<file path="src/rtl/mem_access_ctrl_if.sv">
// Control-unit / memory bus bundle for mem_access_ctrl.
// master = control unit plus memory model side, slave = the sequencer.
interface mem_access_ctrl_if #(
    parameter int ADDR_W = 32,
    parameter int DATA_W = 32
);
    logic              req;
    logic              we;
    logic [ADDR_W-1:0] addr;
    logic [DATA_W-1:0] wdata;
    logic              busy;
    logic              done;
    logic              err;
    logic [DATA_W-1:0] rdata;
    logic [ADDR_W-1:0] mem_addr;
    logic [DATA_W-1:0] mem_wdata;
    logic              mem_rd;
    logic              mem_wr;
    logic              mem_ready;
    logic [DATA_W-1:0] mem_rdata;

    modport master (
        output req, we, addr, wdata, mem_ready, mem_rdata,
        input  busy, done, err, rdata, mem_addr, mem_wdata, mem_rd, mem_wr
    );

    modport slave (
        input  req, we, addr, wdata, mem_ready, mem_rdata,
        output busy, done, err, rdata, mem_addr, mem_wdata, mem_rd, mem_wr
    );
endinterface

</file>
<file path="src/rtl/mem_access_ctrl.sv">
// Multi-cycle single-word memory access sequencer (IDLE/SETUP/ACCESS/DONE).
// Optional misaligned-address rejection is enabled by defining MEM_ALIGN_CHECK_EN.
module mem_access_ctrl #(
    parameter int ADDR_W  = 32,
    parameter int DATA_W  = 32,
    parameter int TIMEOUT = 15
) (
    input logic              clk,
    input logic              rst,
    mem_access_ctrl_if.slave bus
);
    localparam int CNT_W = (TIMEOUT < 2) ? 1 : $clog2(TIMEOUT + 1);
    localparam logic [CNT_W-1:0] CNT_LAST = CNT_W'((TIMEOUT == 0) ? 0 : TIMEOUT - 1);

    typedef enum logic [1:0] {IDLE, SETUP, ACCESS, DONE} state_t;

    state_t            state;
    logic              we_q;
    logic [CNT_W-1:0]  cnt;
    logic              busy_q, done_q, err_q, mem_rd_q, mem_wr_q;
    logic [DATA_W-1:0] rdata_q, mem_wdata_q;
    logic [ADDR_W-1:0] mem_addr_q;

    always_ff @(posedge clk) begin
        if (rst) begin
            state       <= IDLE;
            we_q        <= 1'b0;
            cnt         <= '0;
            busy_q      <= 1'b0;
            done_q      <= 1'b0;
            err_q       <= 1'b0;
            mem_rd_q    <= 1'b0;
            mem_wr_q    <= 1'b0;
            rdata_q     <= '0;
            mem_addr_q  <= '0;
            mem_wdata_q <= '0;
        end else begin
            // done/err are one-cycle pulses; only the DONE entry sets them
            done_q <= 1'b0;
            err_q  <= 1'b0;
            case (state)
                IDLE: begin
                    if (bus.req) begin
                        mem_addr_q  <= bus.addr;
                        mem_wdata_q <= bus.wdata;
                        we_q        <= bus.we;
                        cnt         <= '0;
                        busy_q      <= 1'b1;
`ifdef MEM_ALIGN_CHECK_EN
                        if (bus.addr[1:0] != 2'b00) begin
                            state  <= DONE;
                            done_q <= 1'b1;
                            err_q  <= 1'b1;
                        end else begin
                            state <= SETUP;
                        end
`else
                        state <= SETUP;
`endif
                    end
                end
                SETUP: begin
                    state    <= ACCESS;
                    mem_rd_q <= ~we_q;
                    mem_wr_q <= we_q;
                end
                ACCESS: begin
                    if (cnt != '1) cnt <= cnt + 1'b1;
                    // ready wins over a timeout landing on the same cycle
                    if (bus.mem_ready) begin
                        if (!we_q) rdata_q <= bus.mem_rdata;
                        mem_rd_q <= 1'b0;
                        mem_wr_q <= 1'b0;
                        state    <= DONE;
                        done_q   <= 1'b1;
                    end else if (TIMEOUT != 0 && cnt == CNT_LAST) begin
                        mem_rd_q <= 1'b0;
                        mem_wr_q <= 1'b0;
                        state    <= DONE;
                        done_q   <= 1'b1;
                        err_q    <= 1'b1;
                    end
                end
                DONE: begin
                    state  <= IDLE;
                    busy_q <= 1'b0;
                    cnt    <= '0;
                end
                default: state <= IDLE;
            endcase
        end
    end

    assign bus.busy      = busy_q;
    assign bus.done      = done_q;
    assign bus.err       = err_q;
    assign bus.rdata     = rdata_q;
    assign bus.mem_addr  = mem_addr_q;
    assign bus.mem_wdata = mem_wdata_q;
    assign bus.mem_rd    = mem_rd_q;
    assign bus.mem_wr    = mem_wr_q;
endmodule

</file>
<file path="src/flat_wrapper.sv">
// flat-port wrapper written by rule: the top's interface ports become plain ports
module mem_access_ctrl_flat 
#(
    parameter int ADDR_W  = 32,
    parameter int DATA_W  = 32,
    parameter int TIMEOUT = 15
)
  (clk, rst, bus_req, bus_we, bus_addr, bus_wdata, bus_mem_ready, bus_mem_rdata, bus_busy, bus_done, bus_err, bus_rdata, bus_mem_addr, bus_mem_wdata, bus_mem_rd, bus_mem_wr);
  mem_access_ctrl_if #(.ADDR_W(ADDR_W), .DATA_W(DATA_W)) bus_i ();
  input logic clk;
  input logic rst;
  input wire logic [$bits(bus_i.req)-1:0] bus_req;
  input wire logic [$bits(bus_i.we)-1:0] bus_we;
  input wire logic [$bits(bus_i.addr)-1:0] bus_addr;
  input wire logic [$bits(bus_i.wdata)-1:0] bus_wdata;
  input wire logic [$bits(bus_i.mem_ready)-1:0] bus_mem_ready;
  input wire logic [$bits(bus_i.mem_rdata)-1:0] bus_mem_rdata;
  output wire logic [$bits(bus_i.busy)-1:0] bus_busy;
  output wire logic [$bits(bus_i.done)-1:0] bus_done;
  output wire logic [$bits(bus_i.err)-1:0] bus_err;
  output wire logic [$bits(bus_i.rdata)-1:0] bus_rdata;
  output wire logic [$bits(bus_i.mem_addr)-1:0] bus_mem_addr;
  output wire logic [$bits(bus_i.mem_wdata)-1:0] bus_mem_wdata;
  output wire logic [$bits(bus_i.mem_rd)-1:0] bus_mem_rd;
  output wire logic [$bits(bus_i.mem_wr)-1:0] bus_mem_wr;
  assign bus_i.req = bus_req;
  assign bus_i.we = bus_we;
  assign bus_i.addr = bus_addr;
  assign bus_i.wdata = bus_wdata;
  assign bus_i.mem_ready = bus_mem_ready;
  assign bus_i.mem_rdata = bus_mem_rdata;
  assign bus_busy = bus_i.busy;
  assign bus_done = bus_i.done;
  assign bus_err = bus_i.err;
  assign bus_rdata = bus_i.rdata;
  assign bus_mem_addr = bus_i.mem_addr;
  assign bus_mem_wdata = bus_i.mem_wdata;
  assign bus_mem_rd = bus_i.mem_rd;
  assign bus_mem_wr = bus_i.mem_wr;
  mem_access_ctrl #(.ADDR_W(ADDR_W), .DATA_W(DATA_W), .TIMEOUT(TIMEOUT)) u_core (.clk(clk), .rst(rst), .bus(bus_i));
endmodule
</file>
<file path="config.mk">
export PLATFORM = sky130hd
export DESIGN_NAME = mem_access_ctrl_flat
export DESIGN_NICKNAME = d
export VERILOG_FILES = /design/src/rtl/mem_access_ctrl_if.sv /design/src/rtl/mem_access_ctrl.sv /design/src/flat_wrapper.sv
export SDC_FILE = /design/constraint.sdc
export NUM_CORES = 1
export LEC_CHECK = 0
export BUFFER_PORTS_ARGS = -buffer_cell sky130_fd_sc_hd__buf_2
export CAP_MARGIN = 20
export CORE_ASPECT_RATIO = 0.7
export CORE_MARGIN = 2
export CORE_UTILIZATION = 40
export CTS_BUF_LIST = sky130_fd_sc_hd__clkbuf_8
export DETAILED_ROUTE_END_ITERATION = 10
export HOLD_SLACK_MARGIN = 0.1
export PLACE_DENSITY_LB_ADDON = 0.05
export SYNTH_ARGS = -nofsm -noshare
export SYNTH_HDL_FRONTEND = slang
export SYNTH_SLANG_ARGS = --single-unit
</file>
<file path="constraint.sdc">
create_clock -name clk -period 3.07 [get_ports clk]
set_input_delay 0.307 -clock clk [delete_from_list [all_inputs] [get_ports clk]]
set_output_delay 0.307 -clock clk [all_outputs]
set_load 0.005 [all_outputs]
</file>
==> results of run 1 <==
flip-flops by register name, indices dropped and copies added, names as in the netlist:
| signal | flops |
|---|---|
| u_core.we_q | 1 |
| u_core.bus.busy | 1 |
| u_core.bus.mem_rd | 1 |
| u_core.bus.mem_wdata | 32 |
| u_core.cnt | 4 |
| u_core.bus.done | 1 |
| u_core.bus.err | 1 |
| u_core.bus.mem_addr | 32 |
| u_core.bus.mem_wr | 1 |
| u_core.state | 2 |
| u_core.bus.rdata | 32 |
per-stage QoR:
step	utilization [%]	std cells	area, um^2	power [mW]
2_1_floorplan	-	494	3950	2.29
3_3_place_gp	52.0	795	5010	2.64
3_5_place_dp	52.0	795	5010	2.68
4_1_cts	54.2	811	5230	3.61
5_1_grt	54.2	811	5230	3.82
6_report	54.2	811	5230	3.57
final cells by class:
type,instances,area (um^2)
fill,993,4420
sequential,108,2160
multi-input combinational,345,1610
timing repair buffer,208,1060
tap,128,160
clock buffer,9,124
clock inverter,7,91.3
inverter,6,22.5
power by group through the flow:
stage / logic, mW / registers (mW) / clock network (mW)
after CTS: 0.953 / 1.70 / 0.964
after floorplan: 0.547 / 1.75 / 0
after global placement: 0.923 / 1.72 / 0
after global routing: 1.07 / 1.72 / 1.03
final: 0.937 / 1.70 / 0.932
after detailed placement: 0.951 / 1.73 / 0
cells in the mapped netlist, types with 3 or more instances:
cell type,n
inv_1,6
o21ai_0,4
dfxtp_1,108
nand2b_1,6
buf_2,14
o31ai_1,3
ha_1,7
clkbuf_1,19
nand2_1,197
a21oi_1,102
cells by family (layout without fill, tap and decap cells):
kind of cell               count (synthesis)  after routing
AOI/OAI and AO/OA                        115            115
buffers and inverters                     41            230
adders and majority gates                  7              7
muxes                                      1              1
DFF                                      108            108
and+or+nand+nor                          222            222
routing by layer:
| layer | global-route usage, % | vias up |
|---|---|---|
| li1 | - | 1967 |
| met1 | 23.6 | 1692 |
| met2 | 32.6 | 122 |
| met3 | 7.72 | 11 |
| met4 | 4.81 | 0 |
| met5 | 0 | - |
cells in the final DEF (no fill, tap or decap), types with 2 or more instances in the layout:
cell type | synthesis | layout
buf_2 | 14 | 200
nand2_1 | 197 | 196
dfxtp_1 | 108 | 108
a21oi_1 | 102 | 102
clkbuf_8 | 0 | 9
buf_4 | 0 | 8
inv_1 | 6 | 7
ha_1 | 7 | 7
nand2b_1 | 6 | 6
o21ai_0 | 4 | 4
o31ai_1 | 3 | 3
nor2b_1 | 2 | 2
nand3_1 | 2 | 2
nor3b_1 | 2 | 2
a31oi_1 | 2 | 2
nor2_1 | 2 | 2
or4_1 | 2 | 2
bufinv_16 | 0 | 2
clkinv_2 | 0 | 2
critical path, delay by kind of cell (launching register included):
kind                       cells  cell delay, ps
DFF                            1             350
and+or+nand+nor                2             680
buffers and inverters          2             450
AOI/OAI and AO/OA              1             140
adders and majority gates      1             210
worst min-delay path by stage:
stage                                           from                                    end  slack, ps  cells after the start
6_report                                bus_addr[24]   u_core.bus.mem_addr[24]$_SDFFE_PP0P_        150                      3
5_1_grt                                  bus_addr[5]    u_core.bus.mem_addr[5]$_SDFFE_PP0P_        130                      3
4_1_cts                             bus_mem_rdata[5]       u_core.bus.rdata[5]$_SDFFE_PP0P_        140                      3
3_5_place_dp    u_core.bus.mem_addr[11]$_SDFFE_PP0P_   u_core.bus.mem_addr[11]$_SDFFE_PP0P_        440                      2
3_3_place_gp   u_core.bus.mem_wdata[25]$_SDFFE_PP0P_  u_core.bus.mem_wdata[25]$_SDFFE_PP0P_        440                      2
2_1_floorplan                            bus_addr[0]    u_core.bus.mem_addr[0]$_SDFFE_PP0P_        440                      2
==> impl_metrics.ini, run 1 <==
[pwr]
p_sw_share_pct = 31.6
power_frac_seq_pct = 47.6
pwr-share-comb_pct = 26.3
internal-power_mw = 2.44
clkPwrFrac_pct = 26.2
power_density_mw_per_mm2 = 682
vdd_ir_drop_max_v = 0.000338
switchingPower_mw = 1.13
p_leak_nw = 2.42

[place]
dp_slack_ps = 1140
port_buffers = 201
gp_congestion = 0.734
dpl.hpwl_mm = 7.45

[synthesis]
yosysTopAreaCellShare_pct = 54.8
ys_warn_count = 0
synth_top_area_cell = dfxtp_1
synth_flop_cell = dfxtp_1
synthCells = 494
synth_adder_area_share_pct = 2.22
synth_edf_count = 0
synth_seq_cells = 108
ys_seq_area_share_pct = 54.8
synth_compound_area_share_pct = 15.1
synth_area_mm2 = 0.00395
ys_async_sr_fraction_pct = 0
synth_top_family_by_area = simple AND/OR/NAND/NOR gates
yosys.area_share.simple_pct = 23.1
yosys.cell_types.count = 32
syn_nets = 602
synthMuxAreaShare_pct = 0.254
synth_xor_area_share_pct = 0
syn_avg_cell_area_um2 = 7.99
yosys-top-cells-area = dfxtp_1 55%, nand2_1 19%, a21oi_1 13%

[setup_path]
arrival_ps = 2210
startpoint = u_core.state[0]$_SDFFE_PP0P_
slowest_stage = and2_2
rrSetupSlack_ps = 1160
critPathLaunchType = flip-flop
endpoint = u_core.bus.mem_wdata[4]$_SDFFE_PP0P_
worstRegToRegCells = 6
required_ps = 3370
rr_startpoint = u_core.state[0]$_SDFFE_PP0P_
crit_chain = inv_1, ha_1, and2_2, buf_4, nand2_1, a21oi_1
cpPeakStageDelay_ps = 600
crit_fanout = 34
r2r_end = u_core.bus.mem_wdata[4]$_SDFFE_PP0P_
endpoint_kind = flip-flop
critical_path_class = flip-flop to flip-flop

[clock_network]
cts_tree = yes
holdBufCountCts = 0
cts_root_buffer = clkbuf_8
clockBufferDepth = 2
numCtsBuffers = 9
clkTransAtPathRegs_ps = 100
cts.htree.levels = 3
cts_resized = 0
postCtsSetupBuffers = 0
cts_sinks = 108
clock_latency_ps = 380

[floorplan]
die-area_mm2 = 0.0107
die_w_um = 123
ios = 202
core.rowCount = 30
start_util_pct = 40.9
die_h_um = 87.1
core_mm2 = 0.00965

[routing]
avgRoutedWirePerCell_um = 13.0
dr.first_iter.drc_count = 183
ant_nets = 0
vias_per_cell = 4.68
wl_met1_mm = 4.48
top_layer_used = met4
wl_mm = 10.5
drc_errors = 0
wl_met3_um = 942
wl_met2_mm = 4.99
first_pass_iters = 4
num_vias = 3792

[final_layout]
area_delta_synth_final_pct = 32.5
nets = 786
antenna_cells = 0
drive_above_1_share_pct = 32.9

[sta]
tns_ps = 0
skew_ps = 8.12
post-route-period-util_pct = 62.2
fin_hold_ws_ps = 151
tightest_slew_ps = 938
fmax_mhz = 524
setup_viol = 0
rsz0062_at_grt = false
fin_ws_ps = 1160
finalHoldViolCount = 0
slew-limit-headroom_pct = 37.5
slew_violations = 0
fin_crit_ps = 1910

[global_route]
grt_pass1_vias = 3494
grt.total_usage_pct = 19.5
antenna_found_initial = 0
grt_max_degree = 97
grt-ovfl-total = 0
grt_pass1_wl_mm = 16.4

[job]
cap_viol_max_count = 0

[outcome]
status = complete, no violations

[worst_hold_path]
hold_class = primary input to flip-flop
(Power assumes the default switching activity.)
==> run 2, diff against run 1 <==
--- a/config.mk
+++ b/config.mk
@@ -5,6 +5,7 @@
 export SDC_FILE = /design/constraint.sdc
 export NUM_CORES = 1
 export LEC_CHECK = 0
+export ABC_AREA = 1
 export BUFFER_PORTS_ARGS = -buffer_cell sky130_fd_sc_hd__buf_2
 export CAP_MARGIN = 20
 export CORE_ASPECT_RATIO = 0.7
==> constraint.sdc (replaced) <==
create_clock -name clk -period 1.5 [get_ports clk]
set_input_delay 0.15 -clock clk [delete_from_list [all_inputs] [get_ports clk]]
set_output_delay 0.15 -clock clk [all_outputs]
set_load 0.005 [all_outputs]
==> run 2 against run 1 <==
  * Worst hold slack improved by 81 ps
  * Via count increased by 14%
  * Setup slack got worse by 1100 ps
  * Routed wire length increased by 15%
  * Synthesized area decreased by 1.2%
  * Clock skew decreased by 1.4 ps
  * Largest cell class is now buffers
  * Largest power group unchanged
==> impl_metrics.ini, run 2 <==
[routing]
drc_errors = 0
avgRoutedWirePerCell_um = 13.1
ant_nets = 0
num_vias = 4308
vias_per_cell = 4.62
wl_mm = 12.2
dr.first_iter.drc_count = 165
first_pass_iters = 4

[setup_path]
crit_chain = inv_1, ha_1, nand2_2, buf_12, o21ai_0, a21oi_1
slowest_stage = dfxtp_2
crit_fanout = 66
arrival_ps = 1690
r2r_end = u_core.we_q$_SDFFE_PP0P_
required_ps = 1790
endpoint_kind = flip-flop
rr_startpoint = u_core.state[1]$_SDFFE_PP0P_
cpLargestDelayFamily = flip-flops
cpPeakStageDelay_ps = 390
worstRegToRegCells = 6
critPathLaunchType = flip-flop
critical_path_class = flip-flop to flip-flop
crit_buf_inv = 2
rrSetupSlack_ps = 100

[place]
dp_slack_ps = 24.8
dpl.hpwl_mm = 7.40
gp_congestion = 0.774
port_buffers = 201

[sta]
slew-limit-headroom_pct = 75.0
fin_hold_ws_ps = 232
fin_crit_ps = 1400
rsz0062_at_grt = false
tns_ps = 0
fmax_mhz = 714
post-route-period-util_pct = 93.3
slew_violations = 0
skew_ps = 6.67
tightest_slew_ps = 375
setup_viol = 0
fin_ws_ps = 99.8
finalHoldViolCount = 0

[final_layout]
mostFrequentLayoutCell = nor2_1
nets = 907
mostFrequentLayoutCells = 207 x nor2_1, 201 x buf_2, 106 x dfxtp_1
fill_cells = 818
antenna_cells = 0
area_delta_synth_final_pct = 63.3
final_util_pct = 66.5
drive_above_1_share_pct = 30.5

[synthesis]
synth_top_area_cell = dfxtp_1
synth_area_mm2 = 0.00390
syn_nets = 613
yosys-top-cells-area = dfxtp_1 55%, nor2_1 20%, o21ai_0 12%
synth_edf_count = 0
synthCells = 505
yosysTopAreaCellShare_pct = 55.4
syn_avg_cell_area_um2 = 7.72
yosys.cell_types.count = 19
synth_flop_cell = dfxtp_1
synth_seq_cells = 108
ys_seq_area_share_pct = 55.4
ys_async_sr_fraction_pct = 0
synthTopCellsByCount = 211 x nor2_1, 108 x dfxtp_1, 94 x o21ai_0, 22 x clkbuf_1, 14 x inv_1
ys_warn_count = 0
yosysMostFrequentCell = nor2_1

[global_route]
use_met2_pct = 38.5
grt.total_usage_pct = 21.9
grt_pass1_wl_mm = 18.6
antenna_found_initial = 0
grt.busiest_layer = met2
grt_max_degree = 67
grt-ovfl-total = 0
grt_pass1_vias = 4053
grt_util_met1_pct = 25.2
met3_usage_pct = 7.24

[floorplan]
die_w_um = 122
die-area_mm2 = 0.0106
core_mm2 = 0.00957
start_util_pct = 40.7
core.rowCount = 30
ios = 202
die_h_um = 86.6

[clock_network]
cts_sinks = 108
clock_latency_ps = 360
cts.htree.levels = 3
cts_tree = yes
cts_root_buffer = clkbuf_8
clockBufferDepth = 2
numCtsBuffers = 9
clkTransAtPathRegs_ps = 90

[worst_hold_path]
hold_start = bus_req
whs_path_depth = 5
min_to = u_core.bus.busy$_SDFFE_PP0P_
hold_class = primary input to flip-flop

[pwr]
p_leak_nw = 3.15
total_power_mw = 9.11
vdd_ir_drop_max_v = 0.000802
power_density_mw_per_mm2 = 1430

[job]
cap_viol_max_count = 0

[outcome]
status = complete, no violations
run 2: changes by cell type in the layout (fill, tap and decap cells not counted), sizes merged, moves of 6 or more:
cell | before | now
nor2 | 2 | 211
nand2 | 197 | 13
dlygate4sd3 | 0 | 99
o21ai | 4 | 103
a21oi | 102 | 5
inv | 8 | 19
buf | 208 | 214
nand2b | 6 | 0
run 2: where the power goes:
group / switching, mW / leakage, nW / internal [mW]
sequential: 0.364 / 0.888 / 3.59
combinational: 1.82 / 2.14 / 1.56
clock: 0.925 / 0.112 / 0.856
total: 3.11 / 3.15 / 6.00
run 2: worst register-to-register path, delay by kind of cell, from the launching register on:
family / cells / cell delay [ps]
DFF: 1 / 390
buffers and inverters: 2 / 360
AOI/OAI and AO/OA: 2 / 260
adders and majority gates: 1 / 210
and+or+nand+nor: 1 / 130
run 2: how the worst max path moves through the flow:
| stage | end | slack [ps] | start | cells after the start |
|---|---|---|---|---|
| 2_1_floorplan | u_core.bus.rdata[10]$_SDFFE_PP0P_ | 80 | u_core.state[0]$_SDFFE_PP0P_ | 9 |
| 3_3_place_gp | u_core.bus.busy$_SDFFE_PP0P_ | 80 | u_core.state[1]$_SDFFE_PP0P_ | 7 |
| 3_5_place_dp | u_core.bus.rdata[19]$_SDFFE_PP0P_ | 20 | u_core.state[0]$_SDFFE_PP0P_ | 8 |
| 4_1_cts | u_core.bus.rdata[19]$_SDFFE_PP0P_ | 7 | u_core.state[0]$_SDFFE_PP0P_ | 8 |
| 5_1_grt | u_core.bus.rdata[24]$_SDFFE_PP0P_ | 2 | u_core.state[0]$_SDFFE_PP0P_ | 8 |
| 6_report | u_core.we_q$_SDFFE_PP0P_ | 100 | u_core.state[1]$_SDFFE_PP0P_ | 6 |
run 2: final cells by class:
type	instances	area [um^2]	share of cell area (%)
tap	128	160	2.52
timing repair buffer	315	2210	34.8
clock buffer	11	151	2.38
clock inverter	5	51.3	0.806
sequential	108	2160	34.0
multi-input combinational	349	1560	24.5
inverter	16	62.6	0.983
run 2: cell families (layout without fill, tap and decap cells):
logic type / count (synthesis) / after routing / share of synthesized area [%]
DFF: 108 / 108 / 55.4
buffers and inverters: 48 / 347 / 5.13
adders and majority gates: 7 / 7 / 2.25
AOI/OAI and AO/OA: 109 / 109 / 14.1
and+or+nand+nor: 233 / 233 / 23.1
run 2: metrics by stage:
step,area (um^2),instances
finish,6370,932
global route,6370,932
CTS,6280,930
detailed placement,5090,815
global placement,5090,815
floorplan,3900,505
run 2: timing repair:
action,CTS,global route
hold buffers,99,0
buffers inserted,0,0
hold endpoints to repair,101,0
setup endpoints to repair,0,67
gates resized for setup,0,12
run 2: per-layer routing:
metal,routed length [um],vias to the layer above
li1,-,2197
met1,5130,1956
met2,5950,135
met3,870,20
met4,222,0
met5,0,-
